--- config.mk ---
export PLATFORM = sky130hd
export DESIGN_NAME = seg7_scan_ctrl
export DESIGN_NICKNAME = d
export VERILOG_FILES = /design/src/rtl/seg7_pkg.sv /design/src/rtl/seg7_rate_gen.sv /design/src/rtl/seg7_scan_ctrl.sv
export SDC_FILE = /design/constraint.sdc
export NUM_CORES = 1
export LEC_CHECK = 0
export CAP_MARGIN = 25
export CORE_UTILIZATION = 30
export DETAILED_ROUTE_END_ITERATION = 8
export GPL_TIMING_DRIVEN = 1
export PLACE_DENSITY = 0.61
export SLEW_MARGIN = 15
export SYNTH_ARGS = -nofsm -noshare
export SYNTH_HDL_FRONTEND = slang
export SYNTH_SLANG_ARGS = --single-unit
export TNS_END_PERCENT = 50
--- constraint.sdc ---
create_clock -name clk -period 3.1 [get_ports clk]
set_input_delay 0.465 -clock clk [delete_from_list [all_inputs] [get_ports clk]]
set_output_delay 0.465 -clock clk [all_outputs]
set_load 0.1 [all_outputs]
--- src/rtl/seg7_pkg.sv ---
// Shared segment encodings (active low, {a,b,c,d,e,f,g,dp}) and the hex decoder
// used by the multiplexed 7-segment controller.
package seg7_pkg;

    localparam logic [7:0] SEG_0   = 8'h03;
    localparam logic [7:0] SEG_1   = 8'h9F;
    localparam logic [7:0] SEG_2   = 8'h25;
    localparam logic [7:0] SEG_3   = 8'h0D;
    localparam logic [7:0] SEG_4   = 8'h99;
    localparam logic [7:0] SEG_5   = 8'h49;
    localparam logic [7:0] SEG_6   = 8'h41;
    localparam logic [7:0] SEG_7   = 8'h1F;
    localparam logic [7:0] SEG_8   = 8'h01;
    localparam logic [7:0] SEG_9   = 8'h09;
    localparam logic [7:0] SEG_A   = 8'h11;
    localparam logic [7:0] SEG_B   = 8'hC1;
    localparam logic [7:0] SEG_C   = 8'h63;
    localparam logic [7:0] SEG_D   = 8'h85;
    localparam logic [7:0] SEG_E   = 8'h61;
    localparam logic [7:0] SEG_F   = 8'h71;
    localparam logic [7:0] SEG_OFF = 8'hFF;

    // Returned pattern has the dp bit dark; callers overwrite bit 0.
    function automatic logic [7:0] hex2seg(input logic [3:0] h);
        case (h)
            4'h0:    hex2seg = SEG_0;
            4'h1:    hex2seg = SEG_1;
            4'h2:    hex2seg = SEG_2;
            4'h3:    hex2seg = SEG_3;
            4'h4:    hex2seg = SEG_4;
            4'h5:    hex2seg = SEG_5;
            4'h6:    hex2seg = SEG_6;
            4'h7:    hex2seg = SEG_7;
            4'h8:    hex2seg = SEG_8;
            4'h9:    hex2seg = SEG_9;
            4'hA:    hex2seg = SEG_A;
            4'hB:    hex2seg = SEG_B;
            4'hC:    hex2seg = SEG_C;
            4'hD:    hex2seg = SEG_D;
            4'hE:    hex2seg = SEG_E;
            default: hex2seg = SEG_F;
        endcase
    endfunction

endpackage

--- src/rtl/seg7_rate_gen.sv ---
// Digit-slot divider: q counts 0..DIV-1 and tick is high during the last count.
module seg7_rate_gen #(
    parameter int DIV = 16000
) (
    input  logic clk,
    input  logic rst,
    output logic tick
);
    localparam int QW = (DIV > 1) ? $clog2(DIV) : 1;
    localparam logic [QW-1:0] QMAX = QW'(DIV - 1);

    logic [QW-1:0] q;

    assign tick = (q == QMAX);

    always_ff @(posedge clk) begin
        if (rst)       q <= '0;
        else if (tick) q <= '0;
        else           q <= q + QW'(1);
    end
endmodule

--- src/rtl/seg7_scan_ctrl.sv ---
// N-digit multiplexed 7-segment scanner with frame-synchronous snapshot, leading-zero
// blanking and display enable. Optional SEG7_DIM_EN adds PWM dimming via bright[3:0].
module seg7_scan_ctrl
    import seg7_pkg::*;
#(
    parameter int DIGITS = 4,
    parameter int DIV    = 16000
) (
    input  logic                  clk,
    input  logic                  rst,
    input  logic [4*DIGITS-1:0]   din,
    input  logic [DIGITS-1:0]     dp,
    input  logic                  blank_lz,
    input  logic                  disp_en,
`ifdef SEG7_DIM_EN
    input  logic [3:0]            bright,
`endif
    output logic [DIGITS-1:0]     AN,
    output logic [7:0]            SEG,
    output logic                  frame_tick
);
    localparam int IW = (DIGITS > 1) ? $clog2(DIGITS) : 1;
    localparam logic [IW-1:0] IMAX = IW'(DIGITS - 1);

    logic                   tick;
    logic                   wrap;
    logic [IW-1:0]          idx;
    logic [DIGITS-1:0][3:0] snap_nib;
    logic [DIGITS-1:0]      snap_dp;
    logic [DIGITS-1:0]      blanked;
    logic                   lz_run;
    logic [DIGITS-1:0]      an_nxt;
    logic [7:0]             seg_nxt;

    seg7_rate_gen #(.DIV(DIV)) u_rate (
        .clk  (clk),
        .rst  (rst),
        .tick (tick)
    );

    assign wrap = tick && (idx == IMAX);

    // Snapshot only at the frame boundary so a frame never mixes old and new data.
    always_ff @(posedge clk) begin
        if (rst) begin
            idx        <= '0;
            snap_nib   <= '0;
            snap_dp    <= '0;
            frame_tick <= 1'b0;
        end else begin
            frame_tick <= wrap;
            if (tick) idx <= wrap ? '0 : idx + IW'(1);
            if (wrap) begin
                snap_nib <= din;
                snap_dp  <= dp;
            end
        end
    end

    // A digit is blanked when it and every digit above it are zero; digit 0 never is.
    always_comb begin
        lz_run  = blank_lz;
        blanked = '0;
        for (int i = DIGITS - 1; i > 0; i--) begin
            lz_run     = lz_run && (snap_nib[i] == 4'h0);
            blanked[i] = lz_run;
        end
    end

`ifdef SEG7_DIM_EN
    logic [3:0] phase;

    always_ff @(posedge clk) begin
        if (rst) phase <= 4'h0;
        else     phase <= phase + 4'h1;
    end
`endif

    always_comb begin
        an_nxt  = '1;
        seg_nxt = SEG_OFF;
        if (disp_en) begin
            an_nxt[idx] = 1'b0;
            seg_nxt     = blanked[idx] ? SEG_OFF : hex2seg(snap_nib[idx]);
            seg_nxt[0]  = ~snap_dp[idx];
        end
`ifdef SEG7_DIM_EN
        if (phase > bright) an_nxt = '1;
`endif
    end

    always_ff @(posedge clk) begin
        if (rst) begin
            AN  <= '1;
            SEG <= SEG_OFF;
        end else begin
            AN  <= an_nxt;
            SEG <= seg_nxt;
        end
    end
endmodule
# After elaboration in Yosys (flattened, before gate mapping)
# Memory sizes are Yosys's and may differ from the RTL's. A register that Yosys moved wholly into a read port is not among the register bits.
# Cells that the tools add are included.
# word_totals
regBits	42
mem_bits_ro	112
in_bits	24
output_inout_bits	13
word_cells	40
n_memories	1
# classes
n_addsub	2
order_cmp	2
n_eq_ne	2
muxes	9
bitwise	3
n_reduce_logical	11
# mem_list
memory	words	word_bits	rd	rd_ports_with_merged_regs	write_ports	line_no	text
(no name shown)	16	7	1	1	0	seg7_pkg.sv:25	case (h)
# ops
operator	count
adder 14 x 1 -> 14 bit (second input constant)	1
equality test 14 bit (second input constant)	1
logical NOT 4 bit	3
binary-select mux 4 bit (select 2 bit)	1
logical AND 1 bit	5
binary-select mux 1 bit (select 2 bit)	2
two-way mux 4 bit	1
NOT 4 bit	1
OR reduction 2 bit	2
< comparator 2 x 3 -> 1 bit (second input constant)	1
two-way mux 1 bit	3
OR reduction 3 bit	1
adder 2 x 1 -> 2 bit (second input constant)	1
demux 1 bit (select 2 bit)	1
equality test 2 bit (second input constant)	1
greater-or-equal comparator 2 x 1 -> 1 bit (second input constant)	1
two-way mux 2 bit	1
NOT 1 bit	2

# Longest topological paths before layout
# Gate-level depths: netlist (run 1).
# depth
word_depth	7
mapped_depth	9
mapped_depth_nobuf	8

# Cells and area by module
# A second synthesis (run 1) with hierarchy kept.
# hier_totals
hier_cells	212
hier_area_um2	2182.1
# by_module_without_submodules
module	instances	cells_per_inst	area_each_um2	seq_area_each_um2
seg7_scan_ctrl	1	146	1561.5	700.7
seg7_rate_gen	1	66	620.6	280.3

# Worst setup path before layout (run 1)
# Ideal clock, no wire load.
# synth_timing
path_kind	register to register
startpoint	reg idx[1]
endpoint	reg SEG[7]
setup_ps	139
arrival_time_ps	2041
required_time_ps	2961
path_slack_ps	920
path_stages_with_launch	9
n_path_buf	1
period_less_slack_ps	2180
cell_sequence	dfxtp_1 buf_2 mux4_2 ha_1 nor2b_1 a211oi_1 a211oi_1 o21ai_0 o311ai_1
# synth_via
elab_chain_len	3
word_cells_on_any_way	5
cone_classes	mux (4); reduce/logical (1)
# synth_lines
element	line_no	text
from (decl)	seg7_scan_ctrl.sv:27	logic [IW-1:0] idx;
from (signal assigned)	seg7_scan_ctrl.sv:52	if (tick) idx <= wrap ? '0 : idx + IW'(1);
binary-select mux 1 bit (select 2 bit)	seg7_scan_ctrl.sv:84	seg_nxt = blanked[idx] ? SEG_OFF : hex2seg(snap_nib[idx]);
two-way mux 1 bit (implied by the code)	seg7_scan_ctrl.sv:84	
OR reduction 3 bit (no line)	--	
to (decl)	seg7_scan_ctrl.sv:19	output logic [7:0] SEG,
# Several ways; a longest one is shown, not always the timed one. The select of a mux whose other input is x is not followed.
# A chain may end at the register's enable or synchronous reset.

# Worst setup path in the final report (run 1)
# Same ends and word-level chain as after synthesis.

==> results of run 1 <==
==> worst min-delay path, delay by kind of cell (launching register included) <==
kind               cells  cell delay (ps)
AOI/OAI and AO/OA      1               50
DFF                    1              320
and+or+nand+nor        1               50
==> per-layer routing <==
metal	up-vias	share of wire, %
li1	926	-
met1	768	50
met2	45	43
met3	7	4.6
met4	0	1.8
met5	-	0
==> cells in the final DEF, fill, tap and decap left out, drive strengths merged, types with 2 or more instances in the layout <==
| cell type | n |
|---|---|
| mux4 | 5 |
| or2 | 2 |
| bufinv | 2 |
| ha | 11 |
| nor4 | 4 |
| a21oi | 24 |
| a211oi | 2 |
| nand3 | 6 |
| mux2 | 3 |
| clkdlybuf4s50 | 23 |
| buf | 15 |
| o22ai | 2 |
| mux2i | 4 |
| nor3 | 2 |
| xor2 | 4 |
| o211ai | 3 |
| nor2 | 25 |
| inv | 11 |
| nand2b | 4 |
| clkbuf | 5 |
| nand2 | 53 |
| xnor2 | 9 |
| and3 | 2 |
| nand4 | 4 |
| o221ai | 2 |
| dfxtp | 49 |
| nor2b | 2 |
==> final cells by class <==
type	instances	area share, %
multi-input cells	184	42.25
flip-flops and latches	49	34.91
repair buffers	38	12.20
well taps	99	4.408
clock buffers	5	2.449
clock inverters	3	2.449
inverters	10	1.336
==> cells in the mapped netlist (2+ instances only) <==
master,instances,area share [%]
mux2i_1,4,1.8
nor4_1,3,0.83
buf_2,5,1.1
a211oi_1,2,0.66
mux4_2,5,5.0
a21oi_1,23,5.1
clkbuf_1,5,0.83
xor2_1,4,1.5
nand4_1,3,0.83
nand2_1,53,8.8
o211ai_1,3,1.0
o221ai_1,2,0.77
nand3_1,6,1.3
nand2b_1,3,0.83
xnor2_1,9,3.5
dfxtp_1,49,43
nor3_1,2,0.44
nor2b_1,2,0.55
ha_1,11,6.1
or2_2,2,0.55
mux2_2,3,1.5
and3_1,2,0.55
inv_1,10,1.7
o22ai_1,2,0.55
nor2_1,25,4.2
==> final timing paths <==
check	end	slack, ps
setup / recovery	SEG[7]	580
hold / removal	snap_dp[2]	460
setup reg to reg	SEG[7]	580
hold reg to reg	snap_dp[2]	460
==> through the flow <==
| stage | util (%) | hold WS [ps] | instance area (um2) | power [uW] | instances |
|---|---|---|---|---|---|
| floorplan | - | 430.2 | 2261 | 711.3 | 254 |
| global placement | 36.85 | 446.3 | 2673 | 753.5 | 380 |
| detailed placement | 36.85 | 444.7 | 2673 | 754.1 | 380 |
| CTS | 38.74 | 459.1 | 2810 | 1304 | 388 |
| global route | 38.74 | 492.2 | 2810 | 1338 | 388 |
| finish | 38.74 | 458.2 | 2810 | 1286 | 388 |
==> power by group through the flow <==
stage	Clock (uW)	Combinational [uW]	Sequential (uW)
detailed placement	0	97.5	657
finish	547	96.8	642
global placement	0	96.9	657
global route	592	102	643
floorplan	0	18.6	693
CTS	565	97.8	642
==> kinds of logic after synthesis <==
family | after synthesis | synth area share [%]
adders and majority gates | 11 | 6.087
xor gates and xnor gates | 13 | 5.036
and+or+nand+nor | 109 | 22.69
AOI/OAI and AO/OA | 39 | 10.46
buffers and inverters | 21 | 4.095
DFF | 49 | 43.39
muxes | 12 | 8.246
==> registers in the layout, summed over array words and instances, names as in the netlist <==
signal and count:
snap_nib 16, u_rate.q 14, SEG 8, AN 4
snap_dp 4, idx 2, frame_tick 1
==> impl_metrics.sql, run 1 <==
INSERT INTO impl_metrics (metric_group, metric, value, unit) VALUES
('clock_network', 'number_of_buffers_created_by_cts', '5', ''),
('grt', 'gr-max-usage-layer', 'met2', ''),
('setup_path', 'critical_path_cell_count', '8', ''),
('setup_path', 'timing.critical_path.buf_inv', '1', ''),
('yosys', 'synth_enable_flop_cells', '0', ''),
('run', 'max_cap_violations', '0', ''),
('timing', 'rsz0062_at_grt', 'no', ''),
('cells_and_area', 'multiInputGateArea', '1187', 'um2'),
('setup_path', 'maximum_cell_stage_delay_along_the_critical_path', '650', 'ps'),
('place', 'gp_routability_congestion', '0.8559', ''),
('cells_and_area', 'insertedDiodeCount', '0', ''),
('timing', 'finalSetupViolations', '0', ''),
('min_path', 'hold_path.class', 'register to register', ''),
('floorplan', 'placement_rows', '31', ''),
('power_and_ir_drop', 'seq_power_share', '49.9', '%'),
('setup_path', 'endpoint_type_of_the_worst_setup_path', 'register', ''),
('setup_path', 'crit_path_start_kind', 'register', ''),
('clock_network', 'clock-root-buffer', 'clkbuf_8', ''),
('clock_network', 'clock_tree_from_tritoncts', 'built', ''),
('clock_network', 'cts.path.max_buffers', '2', ''),
('yosys', 'synth.lib_cells_used.distinct', '41', ''),
('power_and_ir_drop', 'powerDensity', '457.6', 'nW/um2'),
('setup_path', 'cp_cell_sequence', 'mux4_2 -> inv_1 -> ha_1 -> nor2b_1 -> a211oi_1 -> a211oi_1 -> o21ai_0 -> o311ai_1', ''),
('yosys', 'postSynth.topFlopCell', 'dfxtp_1', ''),
('timing', 'relSlewSlack', '51.88', '%'),
('floorplan', 'dieWidth', '88.81', 'um'),
('yosys', 'async_flop_share', '0', '%'),
('floorplan', 'floorplan.core_area', '7253', 'um2'),
('route', 'drt_iter0_drc', '99', ''),
('power_and_ir_drop', 'cellLeakagePower', '0.0009561', 'uW'),
('clock_network', 'post_cts_hold_buffer_count', '0', ''),
('min_path', 'hold-path-cell-count', '2', ''),
('clock_network', 'worst_skew_pair.late_latency', '310', 'ps'),
('setup_path', 'data_arrival_time_of_the_critical_path', '2740', 'ps'),
('yosys', 'synthesis.yosys.warnings', '0', ''),
('setup_path', 'worstRegToRegCells', '8', ''),
('floorplan', 'start_util', '31.17', '%'),
('setup_path', 'crit_fanout', '11', ''),
('place', 'detailed_place_hpwl', '3399', 'um'),
('grt', 'grt_pass1_vias', '1637', ''),
('place', 'port-buffer-count', '36', ''),
('grt', 'grt_max_degree', '27', ''),
('grt', 'grt_remaining_overflow', '0', ''),
('power_and_ir_drop', 'intPower', '1001', 'uW'),
('yosys', 'postSynthAreaPerCell', '8.901', 'um2'),
('grt', 'met1_layer_usage_reported_by_global_route', '17.70', '%'),
('timing', 'tightest_slew', '721.9', 'ps'),
('yosys', 'ys_seq_area_share', '43.39', '%'),
('timing', 'layout_worst_path_cycle_share', '81.34', '%'),
('setup_path', 'worst_path_most_repeated_cell', 'a211oi_1', ''),
('timing', 'timing.final.ws_setup', '578.4', 'ps'),
('clock_network', 'clock_tree.htree_level_count', '2', ''),
('timing', 'setup_total_negative_slack', '0', 'ps'),
('grt', 'grt_first_pass_wirelength', '7845', 'um'),
('run_status', 'outcome', 'finished, final reports clean', ''),
('min_path', 'min-delay-start', 'snap_dp[2]', ''),
('timing', 'max_freq', '396.6', 'MHz'),
('route', 'drc_errors', '0', ''),
('grt', 'antenna_violations_before_repair', '0', ''),
('floorplan', 'die_area', '7887', 'um2'),
('yosys', 'synth_area', '2261', 'um2'),
('power_and_ir_drop', 'power_switching', '285.1', 'uW'),
('setup_path', 'cpLargestDelayFamily', 'multiplexers', ''),
('timing', 'timing.clock.skew', '13.28', 'ps'),
('route', 'number_of_nets_with_antenna_violations_after_detailed_routing', '0', ''),
('power_and_ir_drop', 'vdd.ir_drop.worst', '175.5', 'uV'),
('floorplan', 'die_height', '88.81', 'um'),
('yosys', 'yosys_register_bits', '49', ''),
('yosys', 'post_synthesis_cells', '254', ''),
('power_and_ir_drop', 'switch_share', '22.17', '%'),
('cells_and_area', 'seqCellArea', '980.9', 'um2');
(Power assumes the default switching activity.)
==> inputs of run 2 (changes only) <==
clock period = 2.5 ns   (was 3.1 ns; I/O delays follow)
==> run 2 against run 1 <==
Net effect: worst setup slack worse by 300 ps; critical path type unchanged; die area unchanged; via count up 2.2%; combinational power up 25%; clock skew down 7.1 ps; critical endpoint unchanged; global-route usage up 0.23 points; sequential share of layout area up 0.25 points; utilization down 0.22 points; sequential cell count unchanged; final area down 0.58%; maximum frequency up 14%; hold slack worse by 1.2 ps.
==> impl_metrics.sql, run 2 (synthesis results as in run 1) <==
INSERT INTO impl_metrics (metric_group, metric, value, unit) VALUES
('cells_and_area', 'reg.largest.list', 'snap_nib x16, u_rate.q x14, SEG x8', ''),
('cells_and_area', 'net_count_of_the_finished_layout', '328', ''),
('setup_path', 'crit_fanout', '8', ''),
('clock_network', 'clock-root-buffer', 'clkbuf_8', ''),
('clock_network', 'postCtsSetupRepairBufs', '0', ''),
('run_status', 'outcome', 'finished, final reports clean', ''),
('grt', 'grt_remaining_overflow', '0', ''),
('timing', 'max_freq', '450.2', 'MHz'),
('timing', 'post-route-min-period', '2221', 'ps'),
('route', 'drt_iter0_drc', '88', ''),
('timing', 'layout_worst_path_cycle_share', '88.85', '%'),
('clock_network', 'clock_tree_from_tritoncts', 'built', ''),
('timing', 'timing.clock.skew', '6.194', 'ps'),
('place', 'dpl_cell_area', '2710', 'um2'),
('cells_and_area', 'post_route_cells_drive_above_1_share', '14.29', '%'),
('route', 'num_vias', '1784', ''),
('setup_path', 'data_arrival_time_of_the_critical_path', '2390', 'ps'),
('floorplan', 'placement_rows', '31', ''),
('power_and_ir_drop', 'vdd.ir_drop.worst', '212.4', 'uV'),
('place', 'port-buffer-count', '36', ''),
('clock_network', 'post_cts_hold_buffer_count', '0', ''),
('cells_and_area', 'layout_common_cells', 'nand2_1, dfxtp_1, nor2_1', ''),
('grt', 'antenna_violations_before_repair', '0', ''),
('power_and_ir_drop', 'powerDensity', '487.9', 'nW/um2'),
('grt', 'track_usage', '13.43', '%'),
('floorplan', 'floorplan.core_area', '7253', 'um2'),
('timing', 'rsz0062_at_grt', 'no', ''),
('timing', 'slew_viol_final', '0', ''),
('clock_network', 'clock_tree.htree_level_count', '2', ''),
('cells_and_area', 'top_register', 'snap_nib', ''),
('grt', 'globalRouteMet3Util', '3.358', '%'),
('clock_network', 'cts.path.max_buffers', '2', ''),
('cells_and_area', 'insertedDiodeCount', '0', ''),
('route', 'drtPass1Iterations', '4', ''),
('timing', 'finalSetupViolations', '0', ''),
('route', 'detail_route.wirelength', '4702', 'um'),
('cells_and_area', 'n_fill_cell', '789', ''),
('route', 'detail_route.wl_per_cell', '11.96', 'um'),
('timing', 'tightest_slew', '344.1', 'ps'),
('timing', 'timing_hold_violations_final', '0', ''),
('floorplan', 'start_util', '31.17', '%'),
('cells_and_area', 'final_cell_area', '2794', 'um2'),
('power_and_ir_drop', 'total_power', '1363', 'uW'),
('floorplan', 'die_height', '88.81', 'um'),
('grt', 'grt_pass1_vias', '1689', ''),
('floorplan', 'die_area', '7887', 'um2'),
('clock_network', 'worst_setup_hold_path_clk_slew', '90', 'ps'),
('clock_network', 'post_cts.resized_instances', '0', ''),
('cells_and_area', 'postLayoutCoreUtil', '38.52', '%'),
('clock_network', 'worst_skew_pair.late_latency', '300', 'ps'),
('timing', 'relSlewSlack', '76.89', '%'),
('place', 'detailed_place_hpwl', '3458', 'um'),
('power_and_ir_drop', 'cellLeakagePower', '0.0009585', 'uW'),
('grt', 'met1_layer_usage_reported_by_global_route', '18.33', '%'),
('floorplan', 'io_pins', '37', ''),
('min_path', 'hold_path.class', 'register to register', ''),
('cells_and_area', 'flow.area_growth_from_synthesis', '23.58', '%'),
('route', 'drc_errors', '0', ''),
('setup_path', 'cp.required', '2670', 'ps'),
('setup_path', 'endpoint_type_of_the_worst_setup_path', 'register', ''),
('grt', 'gr-max-usage-layer', 'met2', ''),
('floorplan', 'dieWidth', '88.81', 'um'),
('cells_and_area', 'layout_commonest_cell', 'nand2_1', ''),
('setup_path', 'crit_type', 'register to register', ''),
('grt', 'grt_max_degree', '27', ''),
('route', 'viasPerCell', '4.539', ''),
('route', 'number_of_nets_with_antenna_violations_after_detailed_routing', '0', ''),
('run', 'max_cap_violations', '0', ''),
('grt', 'met2_usage', '20.56', '%'),
('cells_and_area', 'largest_register_ff_count', '16', ''),
('timing', 'setup_total_negative_slack', '0', 'ps'),
('clock_network', 'clock-sinks', '49', ''),
('setup_path', 'crit_path_start_kind', 'register', ''),
('grt', 'grt_first_pass_wirelength', '8059', 'um'),
('clock_network', 'number_of_buffers_created_by_cts', '5', ''),
('place', 'gp_routability_congestion', '0.8006', '');
## run 2: cell types whose count changed in the layout (fill, tap and decap cells not counted), sizes merged
cell,delta
clkbuf,+1
clkinv,+2
buf,+5
bufinv,-2
inv,-1
## run 2: final timing paths
check | startpoint | end | slack (ps) | cells after the start
setup / recovery | idx[1] | SEG[7] | 280 | 7
hold / removal | snap_dp[2] | snap_dp[2] | 460 | 2
setup reg to reg | idx[1] | SEG[7] | 280 | 7
hold reg to reg | snap_dp[2] | snap_dp[2] | 460 | 2
## run 2: per-layer routing
| metal | up-vias | routed length, um |
|---|---|---|
| li1 | 936 | - |
| met1 | 811 | 2354 |
| met2 | 32 | 2063 |
| met3 | 5 | 207 |
| met4 | 0 | 78 |
| met5 | - | 0 |
## run 2: layout make-up
class | instances | area [um2] | share of cell area, %
flip-flops and latches | 49 | 982.2 | 35.15
inverters | 10 | 37.54 | 1.343
well taps | 99 | 123.9 | 4.434
repair buffers | 43 | 380.4 | 13.61
multi-input cells | 184 | 1187 | 42.50
clock buffers | 6 | 72.57 | 2.597
clock inverters | 2 | 10.01 | 0.3583
## run 2: through the flow
stage / setup WS [ps] / instances / hold WS (ps)
after floorplan: 320.0 / 254 / 430.2
after global placement: 282.4 / 385 / 439.7
after detailed placement: 173.0 / 385 / 447.3
final: 278.7 / 393 / 457.0
after global routing: 75.06 / 393 / 483.9
after CTS: 165.1 / 393 / 458.8
## run 2: power breakdown
part / switching (uW) / leakage, uW / internal (uW)
clock: 252 / 0.0000450 / 194
combinational: 71.8 / 0.000516 / 49.2
sequential: 5.57 / 0.000398 / 790
total: 330 / 0.000958 / 1030
## run 2: critical path: stages (launching register included)
cell and delay [ps]:
dfxtp_2 420, mux4_2 600, ha_1 320, nor2b_1 170
a211oi_1 240, a211oi_1 70, o21ai_0 170, o311ai_1 110
